===== src/rtl/drone_pkg.sv =====
// -----------------------------------------------------------------------------
// drone_pkg
// Shared definitions for the attitude offset sequencer:
//   - axis codes presented to the shared per-axis offset generator
//   - sequencer FSM state encoding
//   - offset and accumulator widths
// -----------------------------------------------------------------------------
`timescale 1ns/1ps
package drone_pkg;

   localparam int OFFSET_W = 8;
   // 3 x 255 = 765 fits in 10 bits, so the accumulators never wrap.
   localparam int ACC_W    = 10;

   localparam logic [1:0] AXIS_ROLL  = 2'd0;
   localparam logic [1:0] AXIS_PITCH = 2'd1;
   localparam logic [1:0] AXIS_YAW   = 2'd2;
   localparam logic [1:0] AXIS_NONE  = 2'd3;

   typedef enum logic [2:0] {
      ST_IDLE,
      ST_ROLL,
      ST_PITCH,
      ST_YAW,
      ST_COMMIT
   } state_t;

endpackage


===== src/rtl/link_watchdog.sv =====
// -----------------------------------------------------------------------------
// link_watchdog
// Counts cycles since the last accepted sample and flags link loss.
// Ports:
//   clk, rst_n  : clock, synchronous active-low reset
//   kick        : accepted handshake this cycle; clears the counter
//   clear       : commit this cycle; drops the expired flag
//   expired     : registered link-lost flag
//   expire_now  : combinational, high in the cycle whose ending edge expires
// -----------------------------------------------------------------------------
`timescale 1ns/1ps
module link_watchdog #(
   parameter int TIMEOUT_CYCLES = 1000000
) (
   input  logic clk,
   input  logic rst_n,
   input  logic kick,
   input  logic clear,
   output logic expired,
   output logic expire_now
);

   localparam int CNT_W = $clog2(TIMEOUT_CYCLES + 1);
   localparam logic [CNT_W-1:0] LIMIT = CNT_W'(TIMEOUT_CYCLES);

   logic [CNT_W-1:0] cnt_q, cnt_d;
   logic             expired_q, expired_d;

   // A kick on the would-be expiry edge wins: no expiry that cycle.
   assign expire_now = !kick && (cnt_q == LIMIT - CNT_W'(1));

   always_comb begin
      cnt_d     = cnt_q;
      expired_d = expired_q;
      if (kick) begin
         cnt_d = '0;
      end else if (cnt_q != LIMIT) begin
         cnt_d = cnt_q + CNT_W'(1);
      end
      // Expired stays set (even across kicks) until a full sequence commits.
      if (clear) begin
         expired_d = 1'b0;
      end else if (expire_now) begin
         expired_d = 1'b1;
      end
   end

   always_ff @(posedge clk) begin
      if (!rst_n) begin
         cnt_q     <= '0;
         expired_q <= 1'b0;
      end else begin
         cnt_q     <= cnt_d;
         expired_q <= expired_d;
      end
   end

   assign expired = expired_q;

endmodule


===== src/rtl/attitude_offset_sequencer.sv =====
// -----------------------------------------------------------------------------
// attitude_offset_sequencer
// Time-multiplexes one external per-axis offset generator over roll, pitch and
// yaw, sums the three per-motor offset sets, saturates and commits all four
// motor offsets atomically. A link watchdog zeroes the offsets when samples
// stop arriving.
// Ports:
//   clk, rst_n                     : clock, synchronous active-low reset
//   rx_valid / rx_ready            : sample handshake (ready only in IDLE)
//   roll/pitch/yaw_rec_val         : received attitude sample
//   gen_axis, gen_val              : request to the shared generator
//   gen_m1_off..gen_m4_off         : generator result for gen_axis/gen_val
//   motor_1_offset..motor_4_offset : committed, saturated offsets
//   offset_valid                   : one-cycle pulse on commit
//   link_lost                      : watchdog expired, offsets held at zero
// -----------------------------------------------------------------------------
`timescale 1ns/1ps
module attitude_offset_sequencer
   import drone_pkg::*;
#(
   parameter logic [OFFSET_W-1:0] OFFSET_MAX     = 8'd15,
   parameter int                  TIMEOUT_CYCLES = 1000000
) (
   input  logic                clk,
   input  logic                rst_n,
   input  logic                rx_valid,
   output logic                rx_ready,
   input  logic [OFFSET_W-1:0] roll_rec_val,
   input  logic [OFFSET_W-1:0] pitch_rec_val,
   input  logic [OFFSET_W-1:0] yaw_rec_val,
   output logic [1:0]          gen_axis,
   output logic [OFFSET_W-1:0] gen_val,
   input  logic [OFFSET_W-1:0] gen_m1_off,
   input  logic [OFFSET_W-1:0] gen_m2_off,
   input  logic [OFFSET_W-1:0] gen_m3_off,
   input  logic [OFFSET_W-1:0] gen_m4_off,
   output logic [OFFSET_W-1:0] motor_1_offset,
   output logic [OFFSET_W-1:0] motor_2_offset,
   output logic [OFFSET_W-1:0] motor_3_offset,
   output logic [OFFSET_W-1:0] motor_4_offset,
   output logic                offset_valid,
   output logic                link_lost
);

   function automatic logic [OFFSET_W-1:0] sat_offset(input logic [ACC_W-1:0] acc);
      if (acc > ACC_W'(OFFSET_MAX)) begin
         return OFFSET_MAX;
      end
      return acc[OFFSET_W-1:0];
   endfunction

   state_t              state_q, state_d;
   logic [OFFSET_W-1:0] roll_cap_q, roll_cap_d;
   logic [OFFSET_W-1:0] pitch_cap_q, pitch_cap_d;
   logic [OFFSET_W-1:0] yaw_cap_q, yaw_cap_d;
   logic [ACC_W-1:0]    acc_q [4];
   logic [ACC_W-1:0]    acc_d [4];
   logic [OFFSET_W-1:0] motor_q [4];
   logic [OFFSET_W-1:0] motor_d [4];
   logic [OFFSET_W-1:0] gen_off [4];
   logic [1:0]          gen_axis_q, gen_axis_d;
   logic [OFFSET_W-1:0] gen_val_q, gen_val_d;
   logic                rx_ready_q, rx_ready_d;
   logic                offset_valid_q, offset_valid_d;
   logic                handshake;
   logic                wd_expired;
   logic                wd_expire_now;

   assign gen_off[0] = gen_m1_off;
   assign gen_off[1] = gen_m2_off;
   assign gen_off[2] = gen_m3_off;
   assign gen_off[3] = gen_m4_off;

   assign handshake = rx_valid && (state_q == ST_IDLE);

   link_watchdog #(
      .TIMEOUT_CYCLES (TIMEOUT_CYCLES)
   ) u_link_watchdog (
      .clk        (clk),
      .rst_n      (rst_n),
      .kick       (handshake),
      .clear      (state_q == ST_COMMIT),
      .expired    (wd_expired),
      .expire_now (wd_expire_now)
   );

   always_comb begin
      state_d        = state_q;
      roll_cap_d     = roll_cap_q;
      pitch_cap_d    = pitch_cap_q;
      yaw_cap_d      = yaw_cap_q;
      acc_d          = acc_q;
      motor_d        = motor_q;
      offset_valid_d = 1'b0;

      case (state_q)
         ST_IDLE: begin
            if (handshake) begin
               roll_cap_d  = roll_rec_val;
               pitch_cap_d = pitch_rec_val;
               yaw_cap_d   = yaw_rec_val;
               for (int k = 0; k < 4; k++) acc_d[k] = '0;
               state_d = ST_ROLL;
            end
         end
         ST_ROLL, ST_PITCH, ST_YAW: begin
            for (int k = 0; k < 4; k++) acc_d[k] = acc_q[k] + ACC_W'(gen_off[k]);
            state_d = (state_q == ST_ROLL)  ? ST_PITCH :
                      (state_q == ST_PITCH) ? ST_YAW   : ST_COMMIT;
         end
         ST_COMMIT: begin
            for (int k = 0; k < 4; k++) motor_d[k] = sat_offset(acc_q[k]);
            offset_valid_d = 1'b1;
            state_d        = ST_IDLE;
         end
         default: state_d = ST_IDLE;
      endcase

      // Expiry can only land in IDLE since a sequence restarts the counter.
      if (wd_expire_now) begin
         for (int k = 0; k < 4; k++) motor_d[k] = '0;
      end

      // Generator request is registered from the next state so it is stable
      // for the whole cycle the accumulators sample it.
      case (state_d)
         ST_ROLL:  begin gen_axis_d = AXIS_ROLL;  gen_val_d = roll_cap_d;  end
         ST_PITCH: begin gen_axis_d = AXIS_PITCH; gen_val_d = pitch_cap_d; end
         ST_YAW:   begin gen_axis_d = AXIS_YAW;   gen_val_d = yaw_cap_d;   end
         default:  begin gen_axis_d = AXIS_NONE;  gen_val_d = '0;          end
      endcase

      rx_ready_d = (state_d == ST_IDLE);
   end

   always_ff @(posedge clk) begin
      if (!rst_n) begin
         state_q        <= ST_IDLE;
         roll_cap_q     <= '0;
         pitch_cap_q    <= '0;
         yaw_cap_q      <= '0;
         for (int k = 0; k < 4; k++) begin
            acc_q[k]   <= '0;
            motor_q[k] <= '0;
         end
         gen_axis_q     <= AXIS_NONE;
         gen_val_q      <= '0;
         rx_ready_q     <= 1'b1;
         offset_valid_q <= 1'b0;
      end else begin
         state_q        <= state_d;
         roll_cap_q     <= roll_cap_d;
         pitch_cap_q    <= pitch_cap_d;
         yaw_cap_q      <= yaw_cap_d;
         acc_q          <= acc_d;
         motor_q        <= motor_d;
         gen_axis_q     <= gen_axis_d;
         gen_val_q      <= gen_val_d;
         rx_ready_q     <= rx_ready_d;
         offset_valid_q <= offset_valid_d;
      end
   end

   assign rx_ready       = rx_ready_q;
   assign gen_axis       = gen_axis_q;
   assign gen_val        = gen_val_q;
   assign motor_1_offset = motor_q[0];
   assign motor_2_offset = motor_q[1];
   assign motor_3_offset = motor_q[2];
   assign motor_4_offset = motor_q[3];
   assign offset_valid   = offset_valid_q;
   assign link_lost      = wd_expired;

endmodule


===== config.mk =====
export PLATFORM = sky130hd
export DESIGN_NAME = attitude_offset_sequencer
export DESIGN_NICKNAME = d
export VERILOG_FILES = /design/src/rtl/drone_pkg.sv /design/src/rtl/link_watchdog.sv /design/src/rtl/attitude_offset_sequencer.sv
export SDC_FILE = /design/constraint.sdc
export NUM_CORES = 1
export LEC_CHECK = 0
export CAP_MARGIN = 10
export CORE_AREA = 2 2 116 118
export CTS_CLUSTER_SIZE = 14
export DETAILED_ROUTE_END_ITERATION = 10
export DIE_AREA = 0 0 118 120
export PLACE_DENSITY_LB_ADDON = 0.15
export SETUP_SLACK_MARGIN = 0.3
export SLEW_MARGIN = 20
export SYNTH_ARGS = -nofsm -noshare
export SYNTH_HDL_FRONTEND = slang
export SYNTH_SLANG_ARGS = --single-unit

===== constraint.sdc =====
create_clock -name clk -period 2.1 [get_ports clk]
set_input_delay 0.42 -clock clk [delete_from_list [all_inputs] [get_ports clk]]
set_output_delay 0.42 -clock clk [all_outputs]
set_load 0.01 [all_outputs]

==> out/summary.txt, run 1 <==
Status - finished, final reports clean
RSZ-0062 raised after global routing - yes
Die area - 14200 um^2
Vias in the first global route - 5632
Clock slew at reported path FFs - 60 ps
Yosys warnings - 0
Site row count - 42
Worst-skew pair later-pin latency - 420 ps
Ys async rst share - 0
Critical path class - reg2reg
Most frequent cell after synthesis - dfxtp_1
Sw Share - 0.305
Final hold vios - 0
ANT nets after route - 0
CP Launch Type - flip-flop
WP data required - 2400 ps
Crit path time final - 2010 ps
Per-cell routed wire length - 16.4 um
Clock Skew - 6.18 ps
First-pass GRT wire length - 27000 um
Io pins - 104
Seq pwr share - 0.368
PortBufs - 103
Maximum clock frequency - 498 MHz
Syn Nets - 818
Crit path DAT - 2310 ps
1st-pass router iterations - 5
Final period utilization - 0.957
Clk root buf - clkbuf_16
Static Leakage - 0.00358 uW
VDD IR-drop max - 0.000648 V
Primary FF master, synth - dfxtp_1
Post-synth top area cell - dfxtp_1
Maxcap violations - 0
Final setup viols - 0
Non-filler cells in the finished layout - 1083
Area of the core - 13000 um^2
Detailed Route Iter0 Violations - 417
DR vias/cell - 5.46
DRC - 0
Initial antenna violation count - 0
Routed via count - 5916
Diode count - 0
Area Overhead vs Synth - 50.4%
Die span in y - 120 um
Sequential share of the synthesized area - 0.410
Hold_ws - 468 ps
Min-Delay Path Class - reg2reg
Sink Count - 124
Combinational power share - 0.252
Cells after Synth - 721
Clock group share of total power - 0.381
Post-DP HPWL - 11400 um
Width of the die - 118 um
DRT Wirelength - 17700 um
Synth Register Bits - 124
Starting density of the core - 0.467
Number of fill cells - 1012
Largest net degree at the start of global routing - 31
Slew headroom - 0.582
Commonest cells in the netlist - 124 x dfxtp_1, 89 x nor2_1, 77 x nand2_1
Worst-margin pin slew - 626 ps
Synth area leaders - dfxtp_1 41%, ha_1 7.0%, nor2_1 5.5%, nand2_1 4.8%, nor3_1 3.8%
Sw Pwr - 2190 uW
Internal power - 4990 uW
Top-area cell type share of the netlist area - 0.410
CP Capture Type - flip-flop
CTS H-tree lvls - 4
Hold_buf cts - 0
Worst R2R Setup Slack - 90 ps
Clock Path Buffers - 2
Synthesized area - 6060 um^2
Placed Instances - 1029
Final net count - 991
GR Util All Layers - 0.238
Synth cell types - 54
Placement Cell Area - 7690 um^2
Design area - 9110 um^2
TritonCTS clock tree - yes
Max Fanout on Critical Path - 2
Post-synth EDFFs - 0
Total grt overflow - 0
Max-slew violation count - 0
Power per Cell Area - 788 nW/um^2
Routability cong. - 0.892
Syn Area/Cell - 8.41 um^2
Share of layout cells above drive strength 1 - 0.260
CTS Buf Count - 17
Pwr Total - 7180 uW
[per-stage QoR]
step	setup TNS [ps]	worst slack (ps)	utilization
finish	0	90.9	0.702
global route	0	15.2	0.702
CTS	0	156	0.659
detailed placement	-9660	-545	0.593
global placement	-7830	-437	0.593
floorplan	0	183	-
[power groups by stage]
stage          logic [uW]  registers, uW  clock network, uW
2_1_floorplan         891           2640                  0
3_3_place_gp         1430           2660                  0
3_5_place_dp         1470           2660                  0
4_1_cts              1610           2620               2770
5_1_grt              1970           2650               2850
6_report             1810           2640               2730
[path summary, 6_finish.rpt]
path / startpoint / to / cells after the start
worst max-delay path: acc_q[0]$_SDFFE_PN0P_ / acc_q[8]$_SDFFE_PN0P_ / 8
worst min-delay path: yaw_cap_q[4]$_SDFF_PN0_ / yaw_cap_q[4]$_SDFF_PN0_ / 2
worst max register to register: acc_q[0]$_SDFFE_PN0P_ / acc_q[8]$_SDFFE_PN0P_ / 8
worst min register to register: yaw_cap_q[4]$_SDFF_PN0_ / yaw_cap_q[4]$_SDFF_PN0_ / 2
[repair_timing]
item,4_1_cts,5_1_grt
cloned,1,2
resized for setup,72,99
setup endpoints to repair,56,77
endpoints found under the hold margin,0,0
setup buffers,7,12
pin swaps,37,69
[sequential cells by signal, summed over array words and instances (netlist names)]
signal and cells:
yaw_cap_q 8, pitch_cap_q 8, gen_val 8, rx_ready 1, u_link_watchdog.expired 1, motor_4_offset 8, acc_q 40, state_q 3
motor_2_offset 8, offset_valid 1, gen_axis 2, motor_1_offset 8, motor_3_offset 8, u_link_watchdog.cnt_q 20
[logic make-up after synthesis]
family	after synthesis	synth area share
AOI/OAI and AO/OA	150	0.156
xor gates and xnor gates	32	0.0462
adders and majority gates	38	0.0834
buffers and inverters	55	0.0378
DFF	124	0.410
muxes	7	0.0122
and+or+nand+nor	315	0.255
[critical path, cell delays in order (launching register included)]
cell,delay (ps)
dfxtp_2,350
ha_4,130
inv_2,40
fa_2,340
nor2b_2,140
o211ai_1,140
a31oi_1,290
nor4b_1,90
or3b_1,380
[routing by layer]
layer | GRT usage | part of all wire | vias up
li1 | - | - | 2861
met1 | 0.297 | 0.43 | 2803
met2 | 0.404 | 0.50 | 209
met3 | 0.0518 | 0.045 | 43
met4 | 0.0851 | 0.025 | 0
met5 | 0 | 0 | -
[layout by cell type, fill, tap and decap left out, types with 6 or more instances in the layout]
cell type        instances
clkbuf_16               18
o21ai_2                  8
ha_1                    19
nor2b_1                 14
nand2b_1                11
ha_4                    14
dlygate4sd2_1            8
a22oi_1                 11
o21ai_0                 22
a21boi_0                18
a21oi_1                 33
buf_4                   72
and3_1                   9
clkinvlp_4               6
inv_1                   22
dfxtp_4                  6
clkdlybuf4s50_1         89
xnor2_1                 12
a32oi_1                  6
dfxtp_1                107
nor3_1                  27
and2_4                  11
nor3_2                  17
dfxtp_2                 11
xor2_1                  19
nand2_1                 76
nand3_1                  7
and2_1                   8
nor2_1                  87
o211ai_1                 8
a21o_1                   9
[cell type report]
class	count	area (um^2)	share of cell area
inverters	24	90.1	0.00988
multi-input cells	544	4040	0.443
repair buffers	183	1690	0.185
clock inverters	14	125	0.0137
flip-flops and latches	124	2520	0.276
clock buffers	18	429	0.0471
well taps	176	220	0.0242
(Power assumes the default switching activity.)
==> run 2, diff against run 1 <==
--- a/config.mk
+++ b/config.mk
@@ -6,10 +6,13 @@
 export NUM_CORES = 1
 export LEC_CHECK = 0
 export CAP_MARGIN = 10
-export CORE_AREA = 2 2 116 118
+export CELL_PAD_IN_SITES_DETAIL_PLACEMENT = 0
+export CELL_PAD_IN_SITES_GLOBAL_PLACEMENT = 1
+export CORE_AREA = 2 2 133 135
 export CTS_CLUSTER_SIZE = 14
 export DETAILED_ROUTE_END_ITERATION = 10
-export DIE_AREA = 0 0 118 120
+export DIE_AREA = 0 0 135 137
+export MAX_ROUTING_LAYER = met4
 export PLACE_DENSITY_LB_ADDON = 0.15
 export SETUP_SLACK_MARGIN = 0.3
 export SLEW_MARGIN = 20
==> run 2 against run 1 <==
  * Fmax increased by 4.4%
  * Flip-flop and latch count unchanged
  * Non-clock buffer count increased by 6
  * Cell count grew 5.1%
  * Combinational power is essentially flat
  * Via count shrank 3.8%
  * Worst hold slack worse by 5.3 ps
  * Register-to-register slack improved by 80 ps
  * Die area grew 31%
==> out/summary.txt, run 2 (synthesized netlist as in run 1, its figures left out) <==
TritonCTS clock tree - yes
Power per Cell Area - 801 nW/um^2 (+1.7%)
Final hold vios - 0 (unchanged)
Vias in the first global route - 5506 (-2.2%)
DRC - 0 (unchanged)
Clock slew at reported path FFs - 60 ps (about the same)
Die span in y - 137 um (+14%)
Sink Count - 124 (unchanged)
Internal power - 5150 uW (+3.2%)
Sw Pwr - 2200 uW (+0.69%)
CP Capture Type - flip-flop
Detailed Route Iter0 Violations - 211 (-49%)
Commonest non-fill, non-tap cell in the layout - dfxtp_1
Highest metal used - met4
Maximum clock frequency - 520 MHz (+4.4%)
Area Overhead vs Synth - 51.4%
Wire length on met2 - 8500 um (-4.4%)
Die area - 18500 um^2 (+31%)
GR Util All Layers - 0.193 (-0.0450)
Clock Path Buffers - 2 (unchanged)
Worst-margin pin slew - 632 ps (+6.05 ps)
First-pass GRT wire length - 27300 um (+1.0%)
Final period utilization - 0.916 (-0.0403)
Maxcap violations - 0 (unchanged)
CTS Buf Count - 17 (unchanged)
Static Leakage - 0.00364 uW (+1.6%)
Final net count - 997 (+0.61%)
Total grt overflow - 0 (unchanged)
Slew headroom - 0.578 (-0.00404)
Min-Delay Path Class - reg2reg
Area of the multi-input gates - 3970 um^2 (-1.7%)
Routed via count - 5691 (-3.8%)
Routed wl met3 - 620 um (-22%)
Crit path DAT - 2210 ps (-100 ps)
Worst R2R Setup Slack - 180 ps (+80 ps)
Seq pwr share - 0.358 (-0.010)
RSZ-0062 raised after global routing - yes
Area of the core - 17100 um^2 (+31%)
Final setup viols - 0 (unchanged)
Max-slew violation count - 0 (unchanged)
ANT nets after route - 0 (unchanged)
Max Fanout on Critical Path - 2 (unchanged)
Clock group share of total power - 0.397 (+0.016)
Clk root buf - clkbuf_16
Most frequent cells in the layout - 108 x dfxtp_1, 89 x clkdlybuf4s50_1, 87 x nor2_1, 77 x buf_4, 75 x nand2_1
Placed Instances - 1089 (+5.8%)
WL met1 - 8330 um (+9.7%)
Io pins - 104 (unchanged)
Per-cell routed wire length - 15.5 um (-5.3%)
DRT Wirelength - 17600 um (-0.45%)
Hold_buf cts - 0 (unchanged)
Diode count - 0 (unchanged)
Worst-skew pair later-pin latency - 420 ps (about the same)
Status - finished, final reports clean
Register area - 2510 um^2 (-0.35%)
1st-pass router iterations - 6 (+1)
Max reg flops - 40 (unchanged)
Initial antenna violation count - 0 (unchanged)
WP data required - 2390 ps (about the same)
DR vias/cell - 5.00 (-8.5%)
CP Launch Type - flip-flop
Crit path time final - 1920 ps (-84.7 ps)
Width of the die - 135 um (+14%)
Clock Skew - 10.4 ps (+4.27 ps)
Top flop regs - acc_q: 40 flops, u_link_watchdog.cnt_q: 20 flops
CTS H-tree lvls - 4 (unchanged)
PortBufs - 103 (unchanged)
Biggest register - acc_q
Pwr Total - 7350 uW (+2.5%)
Number of fill cells - 1614 (+59%)
VDD IR-drop max - 0.000598 V (-7.8%)
Share of layout cells above drive strength 1 - 0.253 (-0.00719)
Critical path class - reg2reg
Non-filler cells in the finished layout - 1138 (+5.1%)
Largest net degree at the start of global routing - 21 (-32%)
Sw Share - 0.299 (-0.00525)
Starting density of the core - 0.355 (-0.112)
Combinational power share - 0.245 (-0.007)
Routability cong. - 0.881 (-1.3%)
Site row count - 48 (+14%)
Post-DP HPWL - 12100 um (+6.5%)
==> run 2: cell count changes in the layout (fill, tap and decap cells not counted), moves of 3 or more <==
| cell | previous run | this run |
|---|---|---|
| inv_6 | 0 | 4 |
| dfxtp_4 | 6 | 3 |
| buf_4 | 72 | 77 |
| o21ai_0 | 22 | 18 |
| nor3_4 | 2 | 7 |
| o21ai_2 | 8 | 4 |
| clkinvlp_4 | 6 | 3 |
| o21ai_1 | 5 | 13 |
| ha_4 | 14 | 11 |
| nor3_2 | 17 | 12 |
| ha_2 | 1 | 4 |
==> run 2: path summary, 6_finish.rpt <==
kind / start / end / cells past startpoint
setup / recovery: acc_q[0]$_SDFFE_PN0P_ / acc_q[8]$_SDFFE_PN0P_ / 8
hold / removal: motor_2_offset[5]$_SDFFE_PP0P_ / motor_2_offset[5]$_SDFFE_PP0P_ / 1
setup reg to reg: acc_q[0]$_SDFFE_PN0P_ / acc_q[8]$_SDFFE_PN0P_ / 8
hold reg to reg: motor_2_offset[5]$_SDFFE_PP0P_ / motor_2_offset[5]$_SDFFE_PP0P_ / 1
==> run 2: layout make-up <==
type                    count  share of cell area
well taps                 225              0.0307
repair buffers            189               0.189
inverters                  24             0.00982
flip-flops and latches    124               0.273
clock inverters            15              0.0177
multi-input cells         544               0.433
clock buffers              17              0.0464
==> run 2: per-layer routing <==
layer,track usage,up-vias
li1,-,2879
met1,0.250,2696
met2,0.307,103
met3,0.0411,13
met4,0.0498,0
met5,-,-
==> run 2: timing repair <==
| item | CTS | global route |
|---|---|---|
| pin swaps | 45 | 59 |
| resized for setup | 65 | 94 |
| setup endpoints to repair | 61 | 70 |
| setup buffers | 9 | 5 |
| gates cloned | 1 | 2 |
| endpoints found under the hold margin | 0 | 0 |
==> run 2: worst max-delay path, cell delays in order (launching register included) <==
cell      delay, ps
dfxtp_2         350
ha_4            140
inv_2            30
fa_2            340
nor2b_2         130
o211ai_1        100
a31oi_1         240
nor4b_1          80
or3b_1          370
==> run 2: stage by stage <==
| step | setup TNS [ps] | setup slack (ps) | cell area [um^2] | hold slack, ps | utilization |
|---|---|---|---|---|---|
| CTS | 0 | 187 | 8750 | 463 | 0.513 |
| global placement | -10540 | -447 | 7840 | 441 | 0.459 |
| finish | 0 | 176 | 9180 | 462 | 0.538 |
| global route | 0 | 52.5 | 9180 | 479 | 0.538 |
| floorplan | 0 | 183 | 6120 | 444 | - |
| detailed placement | -13210 | -489 | 7840 | 445 | 0.459 |
==> run 2: power groups by stage <==
stage | registers (uW) | logic [uW] | clock network (uW)
global placement | 2660 | 1520 | 0
global route | 2650 | 1990 | 3100
floorplan | 2640 | 891 | 0
finish | 2630 | 1800 | 2920
detailed placement | 2660 | 1540 | 0
CTS | 2620 | 1690 | 2980
==> edit (config.mk and constraints of run 1) <==
One comparison of `cnt_q` changes from == to >=.
--- a/src/rtl/link_watchdog.sv
+++ b/src/rtl/link_watchdog.sv
@@ -27,7 +27,7 @@
    logic             expired_q, expired_d;
 
    // A kick on the would-be expiry edge wins: no expiry that cycle.
-   assign expire_now = !kick && (cnt_q == LIMIT - CNT_W'(1));
+   assign expire_now = !kick && (cnt_q >= LIMIT - CNT_W'(1));
 
    always_comb begin
       cnt_d     = cnt_q;
Behaviour: no difference found for any inputs over 10 cycles, from zero or initial values and one cycle with rst_n low; that may be too few to reach the edited logic, so the function may still have changed.
==> edit against run 1 <==
- worst setup slack gained 0.0036 ns
- global-route usage shrank 0.38 points
- area after synthesis shrank 1.4%
- design area shrank 0.65%
- power grew 2.2%
- sequential cell count is the same
- clock power grew 21%
- count of clock-buffer cells in the layout grew 4
- routed wire length shrank 7.8%
- final cell count shrank 2.6%
- combinational power shrank 21%
- critical path depth shrank 2
- largest cell class unchanged
==> edit: results (changes against run 1) <==
- Crit-path slowest cell: or4bb_1 (was or3b_1)
- Least-Margin Pin Slew: 0.593 ns (was 0.626 ns)
- Crit-path max FO: 8 (was 2)
- Final cell count without fillers: 1,055 (was 1,083)
- Seq/Total Area, Yosys: 41.5% (was 41.0%)
- Synth Instances: 691 (was 721)
- Biggest regs: acc_q (40), u_link_watchdog.cnt_q (20) (unchanged)
- Total GRT Usage: 23.4% (was 23.8%)
- WL per Instance: 15.5 microns (was 16.4 microns)
- Syn nets: 788 (was 818)
- Vias per cell: 5.27 (was 5.46)
- Final net count: 963 (was 991)
- Synth top cells by count: dfxtp_1 (124), nand2_1 (76), nor2_1 (68) (was dfxtp_1 (124), nor2_1 (89), nand2_1 (77))
- Warning count from the yosys run: 0 (unchanged)
- DR iter-0 viols: 271 (was 417)
- Largest cells by area after synthesis: dfxtp_1 (42%), ha_1 (7.1%), nand2_1 (4.8%) (was dfxtp_1 (41%), ha_1 (7.0%), nor2_1 (5.5%))
- First-pass GRT wire length: 26,500 microns (was 27,000 microns)
- Fillers: 998 (was 1,012)
- Largest net degree at the start of global routing: 29 (was 31)
- Final Skew: 0.00528 ns (was 0.00618 ns)
- Outcome: complete, no violations (unchanged)
- Number of global-route vias before repair: 5,570 (was 5,632)
- Dpl hpwl: 11,000 microns (was 11,400 microns)
- First-pass iteration count of the detailed router: 4 (was 5)
- Clock tree buffer depth: 2 (unchanged)
- Cell Area, Placed: 0.00779 sq mm (was 0.00769 sq mm)
- VDD IR max: 607 uV (was 648 uV)
- Share of layout cells above drive strength 1: 26.5% (was 26.0%)
- Worst Hold Class: register to register (unchanged)
- Number of placed cells counting well taps: 1,003 (was 1,029)
- ANT cells: 0 (unchanged)
- Netlist cell types: 46 (was 54)
- Placer congestion estimate: 0.920 (was 0.892)
- Total leakage power: 0.00351 uW (was 0.00358 uW)
- Asr flop ratio synth: 0% (unchanged)
- Max incr delay on CP: 0.51 ns (was 0.38 ns)
-- edit: final cells by class --
cell class / instances / area [sq um] / area share, %
Tap cell: 176 / 220 / 2.43
Clock buffer: 22 / 494 / 5.46
Multi-Input combinational cell: 520 / 3890 / 42.9
Clock inverter: 10 / 184 / 2.03
Sequential cell: 124 / 2530 / 28.0
Inverter: 18 / 67.6 / 0.746
Timing Repair Buffer: 185 / 1670 / 18.4
-- edit: cells by family after synthesis --
family / after synthesis / synth area share (%)
multiplexers: 1 / 0.167
AO/OA/AOI/OAI: 143 / 15.5
AND/OR/NAND/NOR: 307 / 26.5
flip-flops: 124 / 41.5
buffers and inverters: 48 / 3.54
XOR/XNOR: 30 / 4.40
adder cells (fa/ha/maj): 38 / 8.46
-- edit: worst paths after layout --
check	slack [ns]	to	cells after the start	startpoint
worst max register to register	0.09	motor_3_offset[5]	6	u_link_watchdog.cnt_q[7]
worst min register to register	0.46	motor_4_offset[7]	1	motor_4_offset[7]
worst min-delay path	0.46	motor_4_offset[7]	1	motor_4_offset[7]
worst max-delay path	0.09	motor_3_offset[5]	6	u_link_watchdog.cnt_q[7]
-- edit: stage by stage --
| stage | worst slack [ns] | hold WS, ns | total power [uW] | util (%) |
|---|---|---|---|---|
| floorplan | 0.152 | 0.443 | 3350 | - |
| global placement | -0.381 | 0.443 | 3820 | 60.0 |
| detailed placement | -0.414 | 0.444 | 3850 | 60.0 |
| CTS | 0.102 | 0.465 | 7270 | 67.6 |
| global route | 0.00631 | 0.485 | 7650 | 69.8 |
| finish | 0.0944 | 0.464 | 7340 | 69.8 |
-- edit: timing repair --
| item | CTS | global route |
|---|---|---|
| pin swaps | 30 | 39 |
| endpoints found under the setup margin | 58 | 69 |
| gates resized for setup | 53 | 63 |
| endpoints found under the hold margin | 0 | 0 |
| cloned | 1 | 0 |
| buffers inserted | 10 | 9 |
-- edit: metal layers --
metal  track usage (%)  part of all wire [%]
met2              39.6                    50
met1              28.3                    43
met3              5.04                   4.4
met4              11.1                   2.6
met5                 0                     0
-- edit: critical path, delay by kind of cell, from the launching register on --
family,cells,cell delay [ns]
compound gates,2,0.32
buf+inv,1,0.16
flops,1,0.31
simple gates,3,1.11
-- edit: report_power, final --
group / leakage, uW / switching (uW) / internal, uW / total (uW)
registers: 0.00102 / 110 / 2490 / 2600
logic: 0.00216 / 703 / 730 / 1430
clock network: 0.000328 / 1050 / 2260 / 3310
total: 0.00351 / 1860 / 5480 / 7340
